==> src/rtl/lcd_bus_receiver.sv <==
// lcd_bus_receiver: passive consumer of an HD44780-style 8-bit LCD bus.
// Decodes write strobes into commands or characters, keeps a 2x16 DDRAM
// mirror with HD44780 address-counter behaviour, models controller busy
// time and raises a sticky flag when a strobe arrives while busy.
module lcd_bus_receiver #(
   parameter int BUSY_CYCLES  = 2000,   // busy time after a normal byte
   parameter int CLEAR_CYCLES = 82000   // busy time after clear/home, >= 33
) (
   input  logic       iCLK,
   input  logic       iRST_N,
   input  logic       iLCD_EN,
   input  logic       iLCD_RS,
   input  logic       iLCD_RW,
   input  logic [7:0] iLCD_DATA,
   input  logic [4:0] iRD_ADDR,
   output logic [7:0] oRD_CHAR,
   output logic       oCMD_VALID,
   output logic       oCMD_RS,
   output logic [7:0] oCMD_BYTE,
   output logic [6:0] oADDR,
   output logic       oDISPLAY_ON,
   output logic       oBUSY,
   output logic       oPROTO_ERR
);

   localparam int MAX_CYCLES = (CLEAR_CYCLES > BUSY_CYCLES) ? CLEAR_CYCLES : BUSY_CYCLES;
   localparam int CW         = $clog2(MAX_CYCLES + 1);
   localparam logic [CW-1:0] BUSY_LOAD  = CW'(BUSY_CYCLES);
   localparam logic [CW-1:0] CLEAR_LOAD = CW'(CLEAR_CYCLES);
   localparam logic [7:0]    BLANK      = 8'h20;

   // Instruction class, selected by the highest set bit of a command byte.
   typedef enum logic [3:0] {
      K_NOP, K_CLEAR, K_HOME, K_ENTRY, K_DISPLAY,
      K_SHIFT, K_FUNC, K_CGRAM, K_DDRAM
   } cmd_kind_e;

   // Bus synchronizers and captured byte
   logic       en_s1, en_s2, en_d;
   logic       rs_s1, rs_s2;
   logic       rw_s1, rw_s2;
   logic [7:0] data_s1, data_s2;
   logic       cap_rs, cap_rw;
   logic [7:0] cap_data;

   // Controller state
   logic          inc_dec;       // I/D: 1 = increment
   logic          cg_mode;       // data writes go to CGRAM (discarded)
   logic [CW-1:0] busy_cnt;
   logic          fill_active;
   logic [4:0]    fill_idx;
   logic [7:0]    mirror [32];

   logic       fall, accept, reject, data_wr, ac_mirrored;
   logic [4:0] ac_idx;
   cmd_kind_e  cmd_kind;

   // Next address-counter value after one step, with the HD44780 two-line wrap.
   function automatic logic [6:0] step_ac(input logic [6:0] ac, input logic up);
      logic [6:0] nxt;
      if (up) begin
         if (ac == 7'h27)      nxt = 7'h40;
         else if (ac == 7'h67) nxt = 7'h00;
         else                  nxt = ac + 7'd1;
      end else begin
         if (ac == 7'h40)      nxt = 7'h27;
         else if (ac == 7'h00) nxt = 7'h67;
         else                  nxt = ac - 7'd1;
      end
      return nxt;
   endfunction

   // Double-flop the asynchronous bus and hold the byte seen while EN is high.
   always_ff @(posedge iCLK or negedge iRST_N) begin
      if (!iRST_N) begin
         en_s1    <= 1'b0;
         en_s2    <= 1'b0;
         en_d     <= 1'b0;
         rs_s1    <= 1'b0;
         rs_s2    <= 1'b0;
         rw_s1    <= 1'b0;
         rw_s2    <= 1'b0;
         data_s1  <= 8'h00;
         data_s2  <= 8'h00;
         cap_rs   <= 1'b0;
         cap_rw   <= 1'b0;
         cap_data <= 8'h00;
      end else begin
         // NOTE: non-blocking so each stage samples its pre-edge input;
         // blocking assignments here would collapse the chain into one flop.
         en_s1   <= iLCD_EN;
         en_s2   <= en_s1;
         en_d    <= en_s2;
         rs_s1   <= iLCD_RS;
         rs_s2   <= rs_s1;
         rw_s1   <= iLCD_RW;
         rw_s2   <= rw_s1;
         data_s1 <= iLCD_DATA;
         data_s2 <= data_s1;
         if (en_s2) begin
            cap_rs   <= rs_s2;
            cap_rw   <= rw_s2;
            cap_data <= data_s2;
         end
      end
   end

   assign fall        = en_d & ~en_s2;
   assign oBUSY       = (busy_cnt != '0) | fill_active;
   assign accept      = fall & ~cap_rw & ~oBUSY;
   assign reject      = fall & ~cap_rw & oBUSY;
   assign ac_mirrored = (oADDR[6:4] == 3'b000) | (oADDR[6:4] == 3'b100);
   assign ac_idx      = {oADDR[6], oADDR[3:0]};
   assign data_wr     = accept & cap_rs & ~cg_mode & ac_mirrored;

   // Classify the captured command byte by its highest set bit.
   always_comb begin
      // NOTE: default first so every path assigns cmd_kind and no latch is inferred.
      cmd_kind = K_NOP;
      casez (cap_data)
         8'b1???????: cmd_kind = K_DDRAM;
         8'b01??????: cmd_kind = K_CGRAM;
         8'b001?????: cmd_kind = K_FUNC;
         8'b0001????: cmd_kind = K_SHIFT;
         8'b00001???: cmd_kind = K_DISPLAY;
         8'b000001??: cmd_kind = K_ENTRY;
         8'b0000001?: cmd_kind = K_HOME;
         8'b00000001: cmd_kind = K_CLEAR;
         default:     cmd_kind = K_NOP;
      endcase
   end

   // Accept or reject strobes, run the busy timer and update controller state.
   always_ff @(posedge iCLK or negedge iRST_N) begin
      if (!iRST_N) begin
         oCMD_VALID  <= 1'b0;
         oCMD_RS     <= 1'b0;
         oCMD_BYTE   <= 8'h00;
         oADDR       <= 7'h00;
         oDISPLAY_ON <= 1'b0;
         oPROTO_ERR  <= 1'b0;
         inc_dec     <= 1'b1;
         cg_mode     <= 1'b0;
         busy_cnt    <= '0;
         fill_active <= 1'b0;
         fill_idx    <= 5'd0;
      end else begin
         oCMD_VALID <= accept;
         if (reject)
            oPROTO_ERR <= 1'b1;
         if (busy_cnt != '0)
            busy_cnt <= busy_cnt - CW'(1);
         if (fill_active) begin
            fill_idx <= fill_idx + 5'd1;
            if (fill_idx == 5'd31)
               fill_active <= 1'b0;
         end
         if (accept) begin
            oCMD_RS   <= cap_rs;
            oCMD_BYTE <= cap_data;
            busy_cnt  <= (!cap_rs && (cmd_kind == K_CLEAR || cmd_kind == K_HOME))
                         ? CLEAR_LOAD : BUSY_LOAD;
            if (cap_rs) begin
               if (!cg_mode)
                  oADDR <= step_ac(oADDR, inc_dec);
            end else begin
               case (cmd_kind)
                  K_CLEAR: begin
                     oADDR       <= 7'h00;
                     inc_dec     <= 1'b1;
                     cg_mode     <= 1'b0;
                     fill_active <= 1'b1;
                     fill_idx    <= 5'd0;
                  end
                  K_HOME:    oADDR       <= 7'h00;
                  K_ENTRY:   inc_dec     <= cap_data[1];
                  K_DISPLAY: oDISPLAY_ON <= cap_data[2];
                  K_SHIFT: begin
                     if (!cap_data[3])
                        oADDR <= step_ac(oADDR, cap_data[2]);
                  end
                  K_CGRAM:   cg_mode <= 1'b1;
                  K_DDRAM: begin
                     oADDR   <= cap_data[6:0];
                     cg_mode <= 1'b0;
                  end
                  default: ;
               endcase
            end
         end
      end
   end

   // Mirror storage: clear fill or character write, plus the registered read port.
   always_ff @(posedge iCLK or negedge iRST_N) begin
      if (!iRST_N) begin
         // NOTE: the mirror must come up as blank text, so it is a flop array
         // with an explicit reset rather than an inferred RAM.
         for (int i = 0; i < 32; i++)
            mirror[i] <= BLANK;
         oRD_CHAR <= BLANK;
      end else begin
         if (fill_active)
            mirror[fill_idx] <= BLANK;
         else if (data_wr)
            mirror[ac_idx] <= cap_data;
         oRD_CHAR <= mirror[iRD_ADDR];
      end
   end

endmodule

==> config.mk <==
export PLATFORM = sky130hd
export DESIGN_NAME = lcd_bus_receiver
export DESIGN_NICKNAME = d
export VERILOG_FILES = /design/src/rtl/lcd_bus_receiver.sv
export SDC_FILE = /design/constraint.sdc
export NUM_CORES = 1
export LEC_CHECK = 0
export CAP_MARGIN = 20
export CORE_ASPECT_RATIO = 0.9
export CORE_MARGIN = 3
export CORE_UTILIZATION = 55
export CTS_CLUSTER_SIZE = 28
export DETAILED_ROUTE_END_ITERATION = 6
export PLACE_DENSITY = 0.73
export SYNTH_ARGS = -nofsm -noshare
export SYNTH_HDL_FRONTEND = slang
export SYNTH_SLANG_ARGS = --single-unit
==> constraint.sdc <==
create_clock -name iCLK -period 4.2 [get_ports iCLK]
set_input_delay 0.84 -clock iCLK [delete_from_list [all_inputs] [get_ports iCLK]]
set_output_delay 0.84 -clock iCLK [all_outputs]
set_load 0.02 [all_outputs]
[Yosys cells after proc, flatten, opt, wreduce, memory -nomap -nowiden]
Index checks and enable logic that the tools add are counted.
W data, S select, Z words.
Operators by class
  reduce and logical (&&, ||, !) cells: 19
  order comparisons: 5
  eq/ne operators: 21
  bitwise logic cells: 20
  $add $sub $neg: 4
  muxes and demuxes: 35
Operator list (count)
  $mux W256: 2
  $bwmux W256: 1
  $and A224 B224 Y224: 1
  $not A224 Y224: 1
  $demux W8 S5: 2
  $mux W7: 9
  $mux W17: 3
  $bmux W8 S5: 1
  $mux W8: 4
  $or A32 B32 Y32: 1
  $pmux W4 S8: 1
  $pmux W7 S3: 1
  $mux W5: 4
  $ge A6 B6 Y1 const B: 3
  $not A5 Y6: 3
  $reduce_bool A17 Y1: 1
  $sub A17 B1 Y17 const B: 1
  $eq A7 B7 Y1 const B: 2
  $eq A4 B3 Y1 const B: 3
  $lt A6 B1 Y1 const B: 2
  $reduce_and A3 Y1: 3
  $eq A4 B1 Y1 const B: 2
  $eq A4 B2 Y1 const B: 2
  $eq A8 B1 Y1 const B: 1
  other kinds (28): 50
Word-level totals
  register bits after elaboration: 341
  output and inout port bits: 28
  bits of input ports: 18
  logic and storage cells: 160

[Logic depth before layout (Yosys ltp)]
  word-level depth: 9
  mapped depth: 10
  depth with buffers taken out: 8

[Least setup slack after synthesis]
OpenSTA, ideal clock, no wires.
  path kind: input to register
  from: input iRD_ADDR[1]
  to: register oRD_CHAR[0]
  path buffers: 2
  data required time: 4.075 ns
  setup time: 0.125 ns
  setup slack: 1.530 ns
  data arrival time: 2.545 ns
  cell stages on the path: 5
  path through: clkbuf_1 > buf_1 > mux4_2 > mux4_2 > mux2_2
Between the ends
  word-level cells in the longest chain between the ends: 4
RTL lines
  from (decl): line 15  | input logic [4:0] iRD_ADDR,
  $not A5 Y6 (implied by the code): line 207  | oRD_CHAR <= mirror[iRD_ADDR];
  $bmux W8 S5: line 207
  $mux W8 (implied by the code) (2 in a row): line 207
  to (signal assigned): line 207
  to (decl): line 16  | output logic [7:0] oRD_CHAR,
Every way passes these cells. The select of a mux whose other input is x is not followed.
A chain may end at the register's enable or synchronous reset.

[Final worst setup path]
  from: register busy_cnt[0]
  to: output oBUSY
Between the ends
  word-level cells in the longest chain between the ends: 2
RTL lines
  from (decl): line 49  | logic [CW-1:0] busy_cnt;
  from (signal assigned): line 152  | busy_cnt <= busy_cnt - CW'(1);
  from (signal assigned): line 161  | busy_cnt <= (!cap_rs && (cmd_kind == K_CLEAR || cmd_kind == K_HOME))
  $reduce_bool A17 Y1: line 109  | assign oBUSY = (busy_cnt != '0) | fill_active;
  $or A1 B1 Y1: line 109
  to (decl): line 22  | output logic oBUSY,
Every way passes these cells.

==> flow_summary.json <==
{
  "worst_pin_slew_ps": 1140,
  "rr_startpoint": "fill_active",
  "cts_tree": "built",
  "finalSetupTns_ps": 0,
  "stdcell_count": 2084,
  "cts_resized": 0,
  "area_growth_pct": 11.0,
  "synth_cell_types": 62,
  "dp_cells": 2016,
  "synth.area.top_cells": "dfrtp_1 42%, mux2i_1 10%, mux4_2 9.8%",
  "post_dp_cell_area_um2": 19000,
  "fin_util": 0.628,
  "syn_nets": 1677,
  "critPathLaunchType": "flip-flop",
  "initial_core_util": 0.565,
  "synth-main-ff-cell": "dfrtp_1",
  "synth_area_um2": 18300,
  "vdd_ir_drop_max_v": 0.000314,
  "row_count": 62,
  "dp_hpwl_mm": 35.2,
  "clock_tree.htree_level_count": 2,
  "finalHoldViolations": 0,
  "powerDensity_nw_per_um2": 377,
  "clock-sinks": 341,
  "pre_cts_ws_ps": 1120,
  "combPwrFrac": 0.094,
  "first_global_vias": 13788,
  "rrSetupSlack_ps": 1150,
  "async_flop_share": 1.00,
  "ys_ff_latch": 341,
  "cp.required_ps": 3360,
  "antenna_found_initial": 2,
  "crit_path_end_kind": "output port",
  "chipHeight_um": 179,
  "p_int_mw": 5.72,
  "crit_fanout": 11,
  "hp-class": "input pin to asynchronous set/reset pin",
  "synth_enable_flop_cells": 0,
  "setup_slack_ps": 718,
  "skew_ps": 22.7,
  "drive_above_1_share": 0.165,
  "ant_nets": 0,
  "clk_latency_ps": 540,
  "cts_buffers": 38,
  "max_freq_mhz": 287,
  "rr_worst_depth": 7,
  "syn_inst": 1647,
  "power_leakage_nw": 9.61,
  "wl_per_cell_um": 25.7,
  "grt_setup_unrepaired": "no",
  "timing.rr.end": "mirror[42]",
  "overflow": 0,
  "switching_share": 0.254,
  "synthMostInstantiatedCell": "dfrtp_1",
  "pin_count": 46,
  "slew_violations": 0,
  "max_cap_violations": 0,
  "die_w_um": 198,
  "n_antenna_cell": 0,
  "fin_total_pwr_mw": 7.66,
  "portBuffers": 45,
  "synth_seq_area_share": 0.469,
  "vias": 14038,
  "routed_wl_mm": 53.5,
  "slew_headroom": 0.237,
  "crit_arrival_ps": 2640,
  "die_area_um2": 35500,
  "grt_max_degree": 116,
  "synth.top_cells.by_count": "307 x dfrtp_1, 239 x nand2_1, 196 x o21ai_0",
  "seqPwrFrac": 0.459,
  "globalplace.congestion": 0.918,
  "coreArea_um2": 32300,
  "net-switching-power_mw": 1.94,
  "fin_area_um2": 20300,
  "drtPass1Iterations": 5,
  "viasPerCell": 6.74,
  "avgSynthCellArea_um2": 11.1,
  "clkPwrFrac": 0.447,
  "final_nets": 1672,
  "grt_usage": 0.308,
  "yosysWarnings": 0,
  "ctsHoldBuffers": 0,
  "cts_setup_buffers": 0,
  "clock-root-buffer": "clkbuf_16",
  "grt_pass1_wl_mm": 83.1,
  "holdWs_ps": 337,
  "setup_viol": 0,
  "path_clk_slew_ps": 60,
  "yosys.area.top_type": "dfrtp_1",
  "crit_type": "flip-flop to output port",
  "synth_top_area_frac": 0.420,
  "clockBufferDepth": 3,
  "first_iter_violations": 1476,
  "status": "completed",
  "period_minus_slack_ps": 3480,
  "drc_errors": 0,
  "period_share": 0.829
}
==> routing by layer <==
layer  vias to the layer above  global-route usage  wire (µm)  part of all wire
li1                       6032                   -          -                 -
met5                         -                   0          0                 0
met4                         0               0.105       2040             0.038
met2                       776               0.446      23100              0.43
met3                       150              0.0879       6060              0.11
met1                      7080               0.449      22400              0.42
==> how the worst max path moves through the flow <==
stage,start,endpoint,slack (ps),depth (start not counted)
after floorplan,iRD_ADDR[1],oRD_CHAR[0],1530,5
after global routing,busy_cnt[11],oBUSY,600,5
after CTS,busy_cnt[0],oBUSY,720,6
after detailed placement,iRD_ADDR[0],oRD_CHAR[6],1120,5
final,busy_cnt[0],oBUSY,720,6
after global placement,iRD_ADDR[0],oRD_CHAR[6],1160,5
==> final cells by class <==
type,count,area [µm²]
clock buffers,56,1150
inverters,14,52.6
clock inverters,10,128
repair buffers,80,806
fillers,2490,12000
flip-flops and latches,341,8580
multi-input cells,1167,9070
well taps,416,520
==> worst max-delay path, stage by stage, from the launching register on <==
cell	delay [ps]
dfrtp_1	410
inv_1	110
ha_1	150
and4b_2	320
and2_1	410
nand2_1	130
clkdlybuf4s50_1	580
==> cells by family after synthesis <==
kind of cell	synth area share
xor gates and xnor gates	0.00958
muxes	0.211
AOI/OAI and AO/OA	0.124
buffers and inverters	0.0354
and+or+nand+nor	0.143
adders and majority gates	0.00821
DFF	0.469
==> power by group through the flow <==
stage,sequential [mW],clock (mW),combinational [mW]
after floorplan,3.53,0,0.436
after CTS,3.51,3.45,0.713
final,3.52,3.42,0.721
after detailed placement,3.57,0,0.709
after global routing,3.53,3.58,0.776
after global placement,3.56,0,0.690
==> cells in the final DEF, fill, tap and decap left out, types with 7 or more instances in the layout <==
cell type	netlist	routed
ha_1	12	12
a21oi_1	49	49
nor2_1	76	76
nor3_2	8	8
mux4_2	80	80
clkbuf_8	0	11
a221o_1	56	56
clkbuf_16	0	39
o211ai_1	12	12
dfrtp_1	307	305
a31oi_1	8	8
nor2b_1	15	15
and2_1	7	7
xnor2_1	10	10
mux2_2	19	19
nand2_1	239	239
mux2i_1	184	184
nor3b_1	56	56
nand3_1	9	9
o21ai_1	7	7
inv_1	11	11
nand3_4	21	21
nor3_1	11	11
dfstp_2	34	34
xor2_1	10	10
buf_4	13	29
a211oi_1	7	7
o21ai_0	196	196
clkdlybuf4s50_1	0	42
nand2b_1	9	9
==> flip-flops by register name (all words and copies together), names as in the netlist, 5 cells and up <==
register   flops
mirror       256
oADDR          7
cap_data       8
data_s2        8
busy_cnt      17
fill_idx       5
oRD_CHAR       8
data_s1        8
oCMD_BYTE      8
No activity file was read; power rests on OpenSTA's default activity.
